## config.mk

```make
export PLATFORM = sky130hd
export DESIGN_NAME = boid_frame_sequencer
export DESIGN_NICKNAME = d
export VERILOG_FILES = /design/src/rtl/boid_frame_sequencer.sv
export SDC_FILE = /design/constraint.sdc
export NUM_CORES = 1
export LEC_CHECK = 0
export ABC_AREA = 0
export ABC_CLOCK_PERIOD_IN_PS = 4100
export CELL_PAD_IN_SITES_DETAIL_PLACEMENT = 1
export CELL_PAD_IN_SITES_GLOBAL_PLACEMENT = 1
export CORE_UTILIZATION = 40
export CTS_BUF_LIST = sky130_fd_sc_hd__clkbuf_8
export CTS_CLUSTER_DIAMETER = 30
export DETAILED_ROUTE_END_ITERATION = 10
export DONT_BUFFER_PORTS = 1
export GPL_TIMING_DRIVEN = 1
export HOLD_SLACK_MARGIN = 0.12
export PLACE_DENSITY = 0.7
export REMOVE_ABC_BUFFERS = 1
export SETUP_SLACK_MARGIN = 0.2
export SYNTH_ARGS = -nofsm -noshare
export SYNTH_HDL_FRONTEND = slang
export SYNTH_SLANG_ARGS = --single-unit
```

## constraint.sdc

```tcl
create_clock -name clk -period 4.1 [get_ports clk]
set_input_delay 1.23 -clock clk [delete_from_list [all_inputs] [get_ports clk]]
set_output_delay 1.23 -clock clk [all_outputs]
set_load 0.1 [all_outputs]
```

## src/rtl/boid_frame_sequencer.sv

```systemverilog
// Per-frame sweep controller for the boid memory: accumulate pass over all pairs, then integrate pass.
// Optional ack watchdog enabled by defining BOID_SEQ_TIMEOUT_EN.
module boid_frame_sequencer #(
  parameter int unsigned num_boids = 2,
  parameter int unsigned IW        = $clog2(num_boids) + 1,
  parameter int unsigned TIMEOUT   = 255
) (
  input  logic          clk,
  input  logic          reset,
  input  logic          frame_start,
  output logic          busy,
  output logic          frame_done,
  output logic [IW-1:0] which_boid,
  output logic [6:0]    wb_en,
  output logic          self_latch,
  output logic [IW-1:0] self_idx,
  output logic          pair_req,
  input  logic          pair_ack,
  output logic          upd_req,
  input  logic          upd_ack,
  output logic          err
);

  // One extra bit so j can step past the last index without wrapping.
  localparam int unsigned CW = IW + 1;
  localparam logic [CW-1:0] LAST = CW'(num_boids - 1);

  localparam logic [6:0] WB_ACC = 7'b1100001;
  localparam logic [6:0] WB_UPD = 7'b0011111;

  localparam logic [2:0] S_IDLE      = 3'd0;
  localparam logic [2:0] S_ACC_LATCH = 3'd1;
  localparam logic [2:0] S_ACC_PAIR  = 3'd2;
  localparam logic [2:0] S_ACC_WB    = 3'd3;
  localparam logic [2:0] S_UPD_REQ   = 3'd4;
  localparam logic [2:0] S_UPD_WB    = 3'd5;
  localparam logic [2:0] S_DONE      = 3'd6;

  if (num_boids < 1) begin : g_bad_num_boids
    $error("boid_frame_sequencer: num_boids must be at least 1");
  end
  if (TIMEOUT < 1) begin : g_bad_timeout
    $error("boid_frame_sequencer: TIMEOUT must be at least 1");
  end

  logic [2:0]    state_q, state_n;
  logic [CW-1:0] i_q, i_n;
  logic [CW-1:0] j_q, j_n;
  logic [CW-1:0] j_adv;
  logic          tmo_hit;
  logic          pair_go;
  logic          upd_go;

  logic          busy_n;
  logic          frame_done_n;
  logic [IW-1:0] which_boid_n;
  logic [6:0]    wb_en_n;
  logic          self_latch_n;
  logic [IW-1:0] self_idx_n;
  logic          pair_req_n;
  logic          upd_req_n;

`ifdef BOID_SEQ_TIMEOUT_EN
  localparam int unsigned TW = $clog2(TIMEOUT + 1);

  logic [TW-1:0] tmo_cnt;
  logic          req_active;
  logic          ack_now;

  assign req_active = (state_q == S_ACC_PAIR) || (state_q == S_UPD_REQ);
  assign ack_now    = ((state_q == S_ACC_PAIR) && pair_ack) ||
                      ((state_q == S_UPD_REQ) && upd_ack);
  assign tmo_hit    = req_active && !ack_now && (tmo_cnt == TW'(TIMEOUT - 1));

  // Watchdog: counts cycles a request waits, forces progress at the limit.
  always_ff @(posedge clk) begin
    if (reset) begin
      tmo_cnt <= '0;
      err     <= 1'b0;
    end else begin
      if (!req_active || ack_now || tmo_hit) begin
        tmo_cnt <= '0;
      end else begin
        tmo_cnt <= tmo_cnt + TW'(1);
      end
      err <= err | tmo_hit;
    end
  end
`else
  assign tmo_hit = 1'b0;
  assign err     = 1'b0;
`endif

  assign pair_go = pair_ack | tmo_hit;
  assign upd_go  = upd_ack | tmo_hit;

  // Next-state logic; outputs are decoded from the next state so they register in step with it.
  always_comb begin
    state_n = state_q;
    i_n     = i_q;
    j_n     = j_q;
    j_adv   = j_q + CW'(1);
    if (j_adv == i_q) begin
      j_adv = j_q + CW'(2);
    end

    case (state_q)
      S_IDLE: begin
        if (frame_start) begin
          i_n     = '0;
          state_n = S_ACC_LATCH;
        end
      end
      S_ACC_LATCH: begin
        if (num_boids == 1) begin
          state_n = S_ACC_WB;
        end else begin
          j_n     = (i_q == '0) ? CW'(1) : '0;
          state_n = S_ACC_PAIR;
        end
      end
      S_ACC_PAIR: begin
        if (pair_go) begin
          if (j_adv > LAST) begin
            state_n = S_ACC_WB;
          end else begin
            j_n = j_adv;
          end
        end
      end
      S_ACC_WB: begin
        if (i_q == LAST) begin
          i_n     = '0;
          state_n = S_UPD_REQ;
        end else begin
          i_n     = i_q + CW'(1);
          state_n = S_ACC_LATCH;
        end
      end
      S_UPD_REQ: begin
        if (upd_go) begin
          state_n = S_UPD_WB;
        end
      end
      S_UPD_WB: begin
        if (i_q == LAST) begin
          state_n = S_DONE;
        end else begin
          i_n     = i_q + CW'(1);
          state_n = S_UPD_REQ;
        end
      end
      S_DONE: begin
        i_n     = '0;
        state_n = S_IDLE;
      end
      default: begin
        i_n     = '0;
        j_n     = '0;
        state_n = S_IDLE;
      end
    endcase

    busy_n       = (state_n != S_IDLE);
    frame_done_n = (state_n == S_DONE);
    self_latch_n = (state_n == S_ACC_LATCH);
    pair_req_n   = (state_n == S_ACC_PAIR);
    upd_req_n    = (state_n == S_UPD_REQ);
    self_idx_n   = (state_n == S_IDLE) ? '0 : IW'(i_n);
    which_boid_n = '0;
    wb_en_n      = '0;
    case (state_n)
      S_ACC_LATCH: which_boid_n = IW'(i_n);
      S_ACC_PAIR:  which_boid_n = IW'(j_n);
      S_ACC_WB: begin
        which_boid_n = IW'(i_n);
        wb_en_n      = WB_ACC;
      end
      S_UPD_REQ:   which_boid_n = IW'(i_n);
      S_UPD_WB: begin
        which_boid_n = IW'(i_n);
        wb_en_n      = WB_UPD;
      end
      default: which_boid_n = '0;
    endcase
  end

  always_ff @(posedge clk) begin
    if (reset) begin
      state_q    <= S_IDLE;
      i_q        <= '0;
      j_q        <= '0;
      busy       <= 1'b0;
      frame_done <= 1'b0;
      which_boid <= '0;
      wb_en      <= '0;
      self_latch <= 1'b0;
      self_idx   <= '0;
      pair_req   <= 1'b0;
      upd_req    <= 1'b0;
    end else begin
      state_q    <= state_n;
      i_q        <= i_n;
      j_q        <= j_n;
      busy       <= busy_n;
      frame_done <= frame_done_n;
      which_boid <= which_boid_n;
      wb_en      <= wb_en_n;
      self_latch <= self_latch_n;
      self_idx   <= self_idx_n;
      pair_req   <= pair_req_n;
      upd_req    <= upd_req_n;
    end
  end

endmodule

```

==> metrics.txt, run 1 <==
result of the run=finished with violations; violations in the final reports=DRC; CTS Hold Buffers Added=0; antenna-violating nets left=0; proportion of power drawn by combinational gates=about a fifth; worst reg2reg startpoint=i_q[1]; DR WL/cell=roughly 17 µm; post-layout instance area=1245 µm²; wire length of the first global-routing pass=around 4.4 mm; total iterations of the first detailed-routing run=6; total placed instance area=1199 µm²; type of origin of the critical path=flop; critical path arrival=~1.4 ns; register share of total power=between 50% and 60%; Post-synth EDFFs=0; routed length on met2=about 1.2 mm; remaining global-route overflow=0; ratio of cells with drive above 1 in the final layout=between 10% and 20%; type of element capturing the critical path=output pin; share of total power in the clock network=between 20% and 30%; number of cells upsized or downsized after cts=0; clock skew after layout=0.003283 ns; number of H-tree levels=1; final total negative setup slack=0 ns; number of top-level pins=22; vias in the first global route=924; final routed wirelength across all metal layers=2.596 mm; cell internal power dissipation=~0.00033 W; number of violations reported at the end of detailed-routing iteration 0=10; hold violation total from the final report=0; clock buffers created by TritonCTS=3; number of standard-cell rows in the floorplan=19; worst vdd ir=0.2261 mV; RSZ-0062 raised after global routing=no; distinct cell type count of the synthesized netlist=52; Worst Reg-to-Reg Cells=10; width of the die=about 57 µm; port bufs=0; beginning of the worst hold path=j_q[1]; cell count after placement=approximately 150; Final period util=63.40%; capture point of the worst reg-to-reg path=which_boid[0]; starting density of the core=between 40% and 50%; final HPWL from detailed placement=1.965 mm; count of placed standard cells in the final layout, fillers left out=approximately 160; Tightest Pin Transition=between 1 and 1.5 ns; core box area=2829 µm²; antenna diode count=0; switching share of total power=between 30% and 40%; Routed met1 length=between 1 and 1.5 mm; number of antenna violations at the first check in global routing=0; final period demand of the worst path=2.600 ns; DRC Markers=1; path class of the lowest-slack min-delay path=reg2reg; vias post-DR=925; net switching component of the power=roughly 0.00021 W; proportion of synthesized chip area in sequential cells=34.22%; clock tree from TritonCTS=built; worst slew margin relative to its limit=between 20% and 30%; fmax=roughly 380 MHz; main flop type after synthesis=sky130_fd_sc_hd__dfxtp_1; Hold Path Cell Cnt=2; Critical Path RT=2.87 ns; critical path class=reg2out; clock insertion delay at the later pin of the skew report=between 0.2 and 0.3 ns; post-synth design cell area=between 1000 and 1500 µm²; synth warn=0; area delta synth->final=1.324%; detail-routed via count per cell=5.892; placer's final routability congestion estimate=0.8102; Mapped Avg Cell Area=9.169 µm²; share of synthesized registers carrying an async set or reset=0%; gr usage total=about 17%; Max Buffers Root-to-Sink=2; CTS clock-pin slew for the worst setup and hold paths=~0.08 ns; maximum fanout along the worst path=4; endpoint of the worst hold path=j_q[1]; clock tree sinks=21; register-to-register setup slack=around 1.9 ns; power per cell area=433.4 nW/µm²; setup bufs post-CTS=0; register bit count reported by yosys=21; instance count of the mapped netlist=between 100 and 150; Final nets=between 100 and 150; root buffer cell=sky130_fd_sc_hd__clkbuf_8; leakage power of the design=0.4301 nW; Die Footprint=3297 µm²; maximum number of pins on one net before global-route repair=18; Die Span Y=around 57 µm; Slew Limit Fails=0; max capacitance violation total=0; met3 wirelength from detailed routing=99 µm; highest metal layer used by the detailed router=met4; final-report setup violation count=0
-- registers in the layout, indices dropped and copies added, names as in the netlist --
register and count:
i_q 3, j_q 3, state_q 3, wb_en 3, self_idx 2, which_boid 2
busy 1, frame_done 1, pair_req 1, self_latch 1, upd_req 1
-- cells by family (layout without fill, tap and decap cells) --
| kind of cell | Yosys count | in the layout | synth area share, % |
|---|---|---|---|
| xor+xnor | 5 | 5 | 3.565 |
| flops | 21 | 21 | 34.22 |
| fa+ha+maj | 5 | 5 | 5.092 |
| simple gates | 46 | 46 | 21.18 |
| compound gates | 33 | 33 | 24.64 |
| other cells | 1 | 1 | 0.3052 |
| buf+inv | 20 | 12 | 8.452 |
| mux | 3 | 3 | 2.546 |
-- layout make-up --
type                            instances  area, µm²
Clock buffer                            3      41.29
Clock inverter                          1      5.005
Fill cell                             330       1584
Inverter                                8      30.03
Multi-Input combinational cell         93      704.4
Sequential cell                        21      425.4
Tap cell                               31      38.79
-- synthesized netlist by cell type (2+ instances only) --
master                      instances  area, µm²
sky130_fd_sc_hd__nor2_1            13      48.80
sky130_fd_sc_hd__nand2b_1           2      12.51
sky130_fd_sc_hd__nor3_1             3      15.01
sky130_fd_sc_hd__dfxtp_1           21      420.4
sky130_fd_sc_hd__nor2b_1            5      31.28
sky130_fd_sc_hd__a31oi_1            3      18.77
sky130_fd_sc_hd__xor2_1             2      17.52
sky130_fd_sc_hd__o31ai_1            2      15.01
sky130_fd_sc_hd__ha_1               5      62.56
sky130_fd_sc_hd__inv_1              7      26.28
sky130_fd_sc_hd__buf_2              2      10.01
sky130_fd_sc_hd__nand2_1            7      26.28
sky130_fd_sc_hd__o22ai_1            4      25.02
sky130_fd_sc_hd__a21oi_1            5      25.02
sky130_fd_sc_hd__nand3_1            3      15.01
sky130_fd_sc_hd__buf_4              5      37.54
sky130_fd_sc_hd__o21ai_0            3      15.01
sky130_fd_sc_hd__nor3b_1            2      15.01
sky130_fd_sc_hd__xnor2_1            3      26.28
sky130_fd_sc_hd__mux2i_1            2      20.02
sky130_fd_sc_hd__clkbuf_1           3      11.26
sky130_fd_sc_hd__a2111oi_0          2      17.52
-- placed cells by master, fill, tap and decap left out, types with 2 or more instances in the layout --
cell type,netlist,layout
sky130_fd_sc_hd__nor3_1,3,3
sky130_fd_sc_hd__nand2b_1,2,2
sky130_fd_sc_hd__a31oi_1,3,3
sky130_fd_sc_hd__clkbuf_8,0,3
sky130_fd_sc_hd__inv_1,7,7
sky130_fd_sc_hd__nand2_1,7,7
sky130_fd_sc_hd__nand3_1,3,3
sky130_fd_sc_hd__xor2_1,2,2
sky130_fd_sc_hd__ha_1,5,5
sky130_fd_sc_hd__nor2b_1,5,5
sky130_fd_sc_hd__mux2i_1,2,2
sky130_fd_sc_hd__o22ai_1,4,4
sky130_fd_sc_hd__o21ai_0,3,3
sky130_fd_sc_hd__nor3b_1,2,2
sky130_fd_sc_hd__nor2_1,13,13
sky130_fd_sc_hd__o31ai_1,2,2
sky130_fd_sc_hd__a21oi_1,5,5
sky130_fd_sc_hd__xnor2_1,3,3
sky130_fd_sc_hd__a2111oi_0,2,2
sky130_fd_sc_hd__dfxtp_1,21,19
-- power groups by stage --
stage               clock (W)  sequential [W]  combinational [W]
floorplan                   0        0.000291          0.0000960
global placement            0        0.000297           0.000111
detailed placement          0        0.000297           0.000115
CTS                  0.000137        0.000292           0.000116
global route         0.000147        0.000294           0.000127
finish               0.000134        0.000292           0.000114
-- stage by stage --
stage               worst slack [ns]  power [W]  util, %  hold WS [ns]
finish                         1.500  0.0005396    44.01        0.4897
global route                   1.472  0.0005678    44.01        0.5360
CTS                            1.494  0.0005442    44.01        0.4982
detailed placement             1.785  0.0004113    42.37        0.4866
global placement               1.779  0.0004079    42.37        0.4719
floorplan                    0.02841  0.0003875        -        0.4465
-- worst max-delay path by stage --
stage                           to  slack (ns)  cells after the start      from
after CTS                 wb_en[3]        1.49                      0  wb_en[4]
after detailed placement  wb_en[3]        1.78                      0  wb_en[4]
after global routing      wb_en[2]        1.47                      0  wb_en[4]
final                     wb_en[3]        1.50                      0  wb_en[4]
after floorplan           wb_en[1]        0.03                      0  wb_en[4]
after global placement    wb_en[1]        1.78                      0  wb_en[4]
-- layer usage --
metal	global-route usage, %	vias to the layer above
li1	-	456
met1	22.80	454
met3	4.989	2
met4	3.136	0
met5	0	-
met2	28.07	13
Note: power is estimated with default switching activity, not from simulation.
==> run 2: changes to the inputs <==
ABC_CLOCK_PERIOD_IN_PS = 2200   (was 4100)
PLACE_DENSITY = 0.73   (was 0.7)
clock period = 2.2 ns   (was 4.1 ns; I/O delays follow)
==> metrics.txt, run 2 (synthesis gave the netlist of run 1 again) <==
result of the run=finished, final reports clean; DR WL/cell=18.39 µm; leakage power of the design=~0.53 nW; number of standard-cell rows in the floorplan=19; final period demand of the worst path=around 1.9 ns; worst vdd ir=0.4471 mV; register area=approximately 430 µm²; vias post-DR=between 1000 and 1500; clock tree sinks=21; RSZ-0062 raised after global routing=no; final-report setup violation count=0; width of the die=between 50 and 60 µm; antenna diode count=0; number of violations reported at the end of detailed-routing iteration 0=18; area delta synth->final=15.17%; fin util=50.02%; ratio of cells with drive above 1 in the final layout=between 20% and 30%; max capacitance violation total=0; Slowest-stage cell, CP=sky130_fd_sc_hd__nor3_1; fmax=about 520 MHz; maximum number of pins on one net before global-route repair=18; antenna-violating nets left=0; final routed wirelength across all metal layers=roughly 3.2 mm; worst-case setup margin in the final layout=around 0.27 ns; number of top-level pins=22; type of origin of the critical path=flop; count of fill cells added during filler insertion=340; CTS clock-pin slew for the worst setup and hold paths=approximately 0.08 ns; hold violation total from the final report=0; gr usage total=between 20 and 25%; DRC Markers=0; wire length of the first global-routing pass=between 5 and 6 mm; area occupied by multi-input gates=between 700 and 800 µm²; Max Buffers Root-to-Sink=2; placer's final routability congestion estimate=just over 0.9; power per cell area=755.3 nW/µm²; register-to-register setup slack=approximately 0.27 ns; port bufs=0; Placement Setup Slack=approximately 0.054 ns; clock buffers created by TritonCTS=3; worst slew margin relative to its limit=around 57%; Final period util=between 80 and 90%; Slew Limit Fails=0; number of H-tree levels=1; worst path buffer plus inverter count=1; Crit path max-delay family=simple AND/OR/NAND/NOR gates; total iterations of the first detailed-routing run=4; type of element capturing the critical path=flop; path class of the lowest-slack min-delay path=in2reg; chain of cells forming the critical path=buf_4 > xnor2_1 > o311a_4 > nor3_1 > nor3_1 > o2bb2ai_1; CTS Hold Buffers Added=0; clock insertion delay at the later pin of the skew report=around 0.27 ns; total placed instance area=between 1000 and 1500 µm²; final HPWL from detailed placement=approximately 2.3 mm; clock skew after layout=0.002234 ns; maximum cell stage delay along the critical path=0.51 ns; vias in the first global route=1088; cell mode on critical path=sky130_fd_sc_hd__nor3_1; critical path arrival=between 2 and 2.5 ns; maximum fanout along the worst path=5; most common cell after layout, fill and taps aside=sky130_fd_sc_hd__buf_4; count of placed standard cells in the final layout, fillers left out=~180; post-layout instance area=between 1000 and 1500 µm²; starting density of the core=43.43%; cell count after placement=168; core box area=roughly 2800 µm²; Die Span Y=between 50 and 60 µm; detail-routed via count per cell=roughly 6; Critical Path RT=approximately 2.4 ns; Die Footprint=roughly 3300 µm²; Final nets=about 160; clock tree from TritonCTS=built; number of antenna violations at the first check in global routing=0; most frequent cells in the layout=17 x sky130_fd_sc_hd__buf_4, 16 x sky130_fd_sc_hd__dfxtp_1, 13 x sky130_fd_sc_hd__nor2_1; critical path class=reg2reg; root buffer cell=sky130_fd_sc_hd__clkbuf_8; remaining global-route overflow=0; Tightest Pin Transition=between 0.6 and 0.7 ns
## run 2: cell count changes in the layout (fill, tap and decap cells not counted), sizes merged
cell | before | now
buf | 0 | 18
clkinv | 2 | 1
clkinvlp | 0 | 1
## run 2: final cells by class
cell class              instances  share of cell area [%]
well taps                      31                   2.741
clock buffers                   3                   2.918
flip-flops and latches         21                   30.33
repair buffers                 18                   10.43
multi-input cells              93                   50.93
clock inverters                 1                  0.5305
inverters                       8                   2.122
## run 2: worst paths after layout
kind,start,end,depth (start not counted)
setup / recovery,j_q[0],which_boid[0],6
hold / removal,reset,state_q[1],1
setup reg to reg,j_q[0],which_boid[0],6
hold reg to reg,j_q[1],j_q[1],2
## run 2: through the flow
stage          total power, W  TNS [ns]  hold WS [ns]
2_1_floorplan       0.0007221    -5.233        0.4465
3_3_place_gp        0.0007918         0        0.4768
3_5_place_dp        0.0007997         0        0.4881
4_1_cts              0.001067         0        0.4445
5_1_grt              0.001112         0        0.4370
6_report             0.001069         0        0.4466
## run 2: power breakdown
group / total [W] / internal (W) / switching, W
logic: 0.000376 / 0.000116 / 0.000259
clock network: 0.000262 / 0.000128 / 0.000133
registers: 0.000432 / 0.000402 / 0.0000294
total: 0.00107 / 0.000646 / 0.000422
## run 2: worst reg2reg max path, stage by stage, from the launching register on
cell	delay, ns
sky130_fd_sc_hd__dfxtp_1	0.33
sky130_fd_sc_hd__buf_4	0.15
sky130_fd_sc_hd__xnor2_1	0.18
sky130_fd_sc_hd__o311a_4	0.37
sky130_fd_sc_hd__nor3_1	0.51
sky130_fd_sc_hd__nor3_1	0.14
sky130_fd_sc_hd__o2bb2ai_1	0.15
## run 2: metal layers
layer / part of all wire (%) / global-route usage (%) / wire, µm
met1: 42 / 24.82 / 1349
met2: 52 / 37.87 / 1679
met3: 3.9 / 4.989 / 125
met4: 2.0 / 8.362 / 63
met5: 0 / 0 / 0
## run 2: repair_timing
action | 4_1_cts | 5_1_grt
buffers inserted | 1 | 2
setup endpoints to repair | 7 | 11
pin swaps | 0 | 2
gates resized for setup | 3 | 4
==> run 3: changes to the inputs <==
==> constraint.sdc (replaced) <==
create_clock -name clk -period 2.2 [get_ports clk]
set_input_delay 0.55 -clock clk [delete_from_list [all_inputs] [get_ports clk]]
set_output_delay 0.55 -clock clk [all_outputs]
set_load 0.1 [all_outputs]
==> results of run 3 <==
The final DEF is identical to that of run 2. Status: finished, final reports clean.
Main changes from that run: hold slack 0.4466 ns -> 0.3366 ns
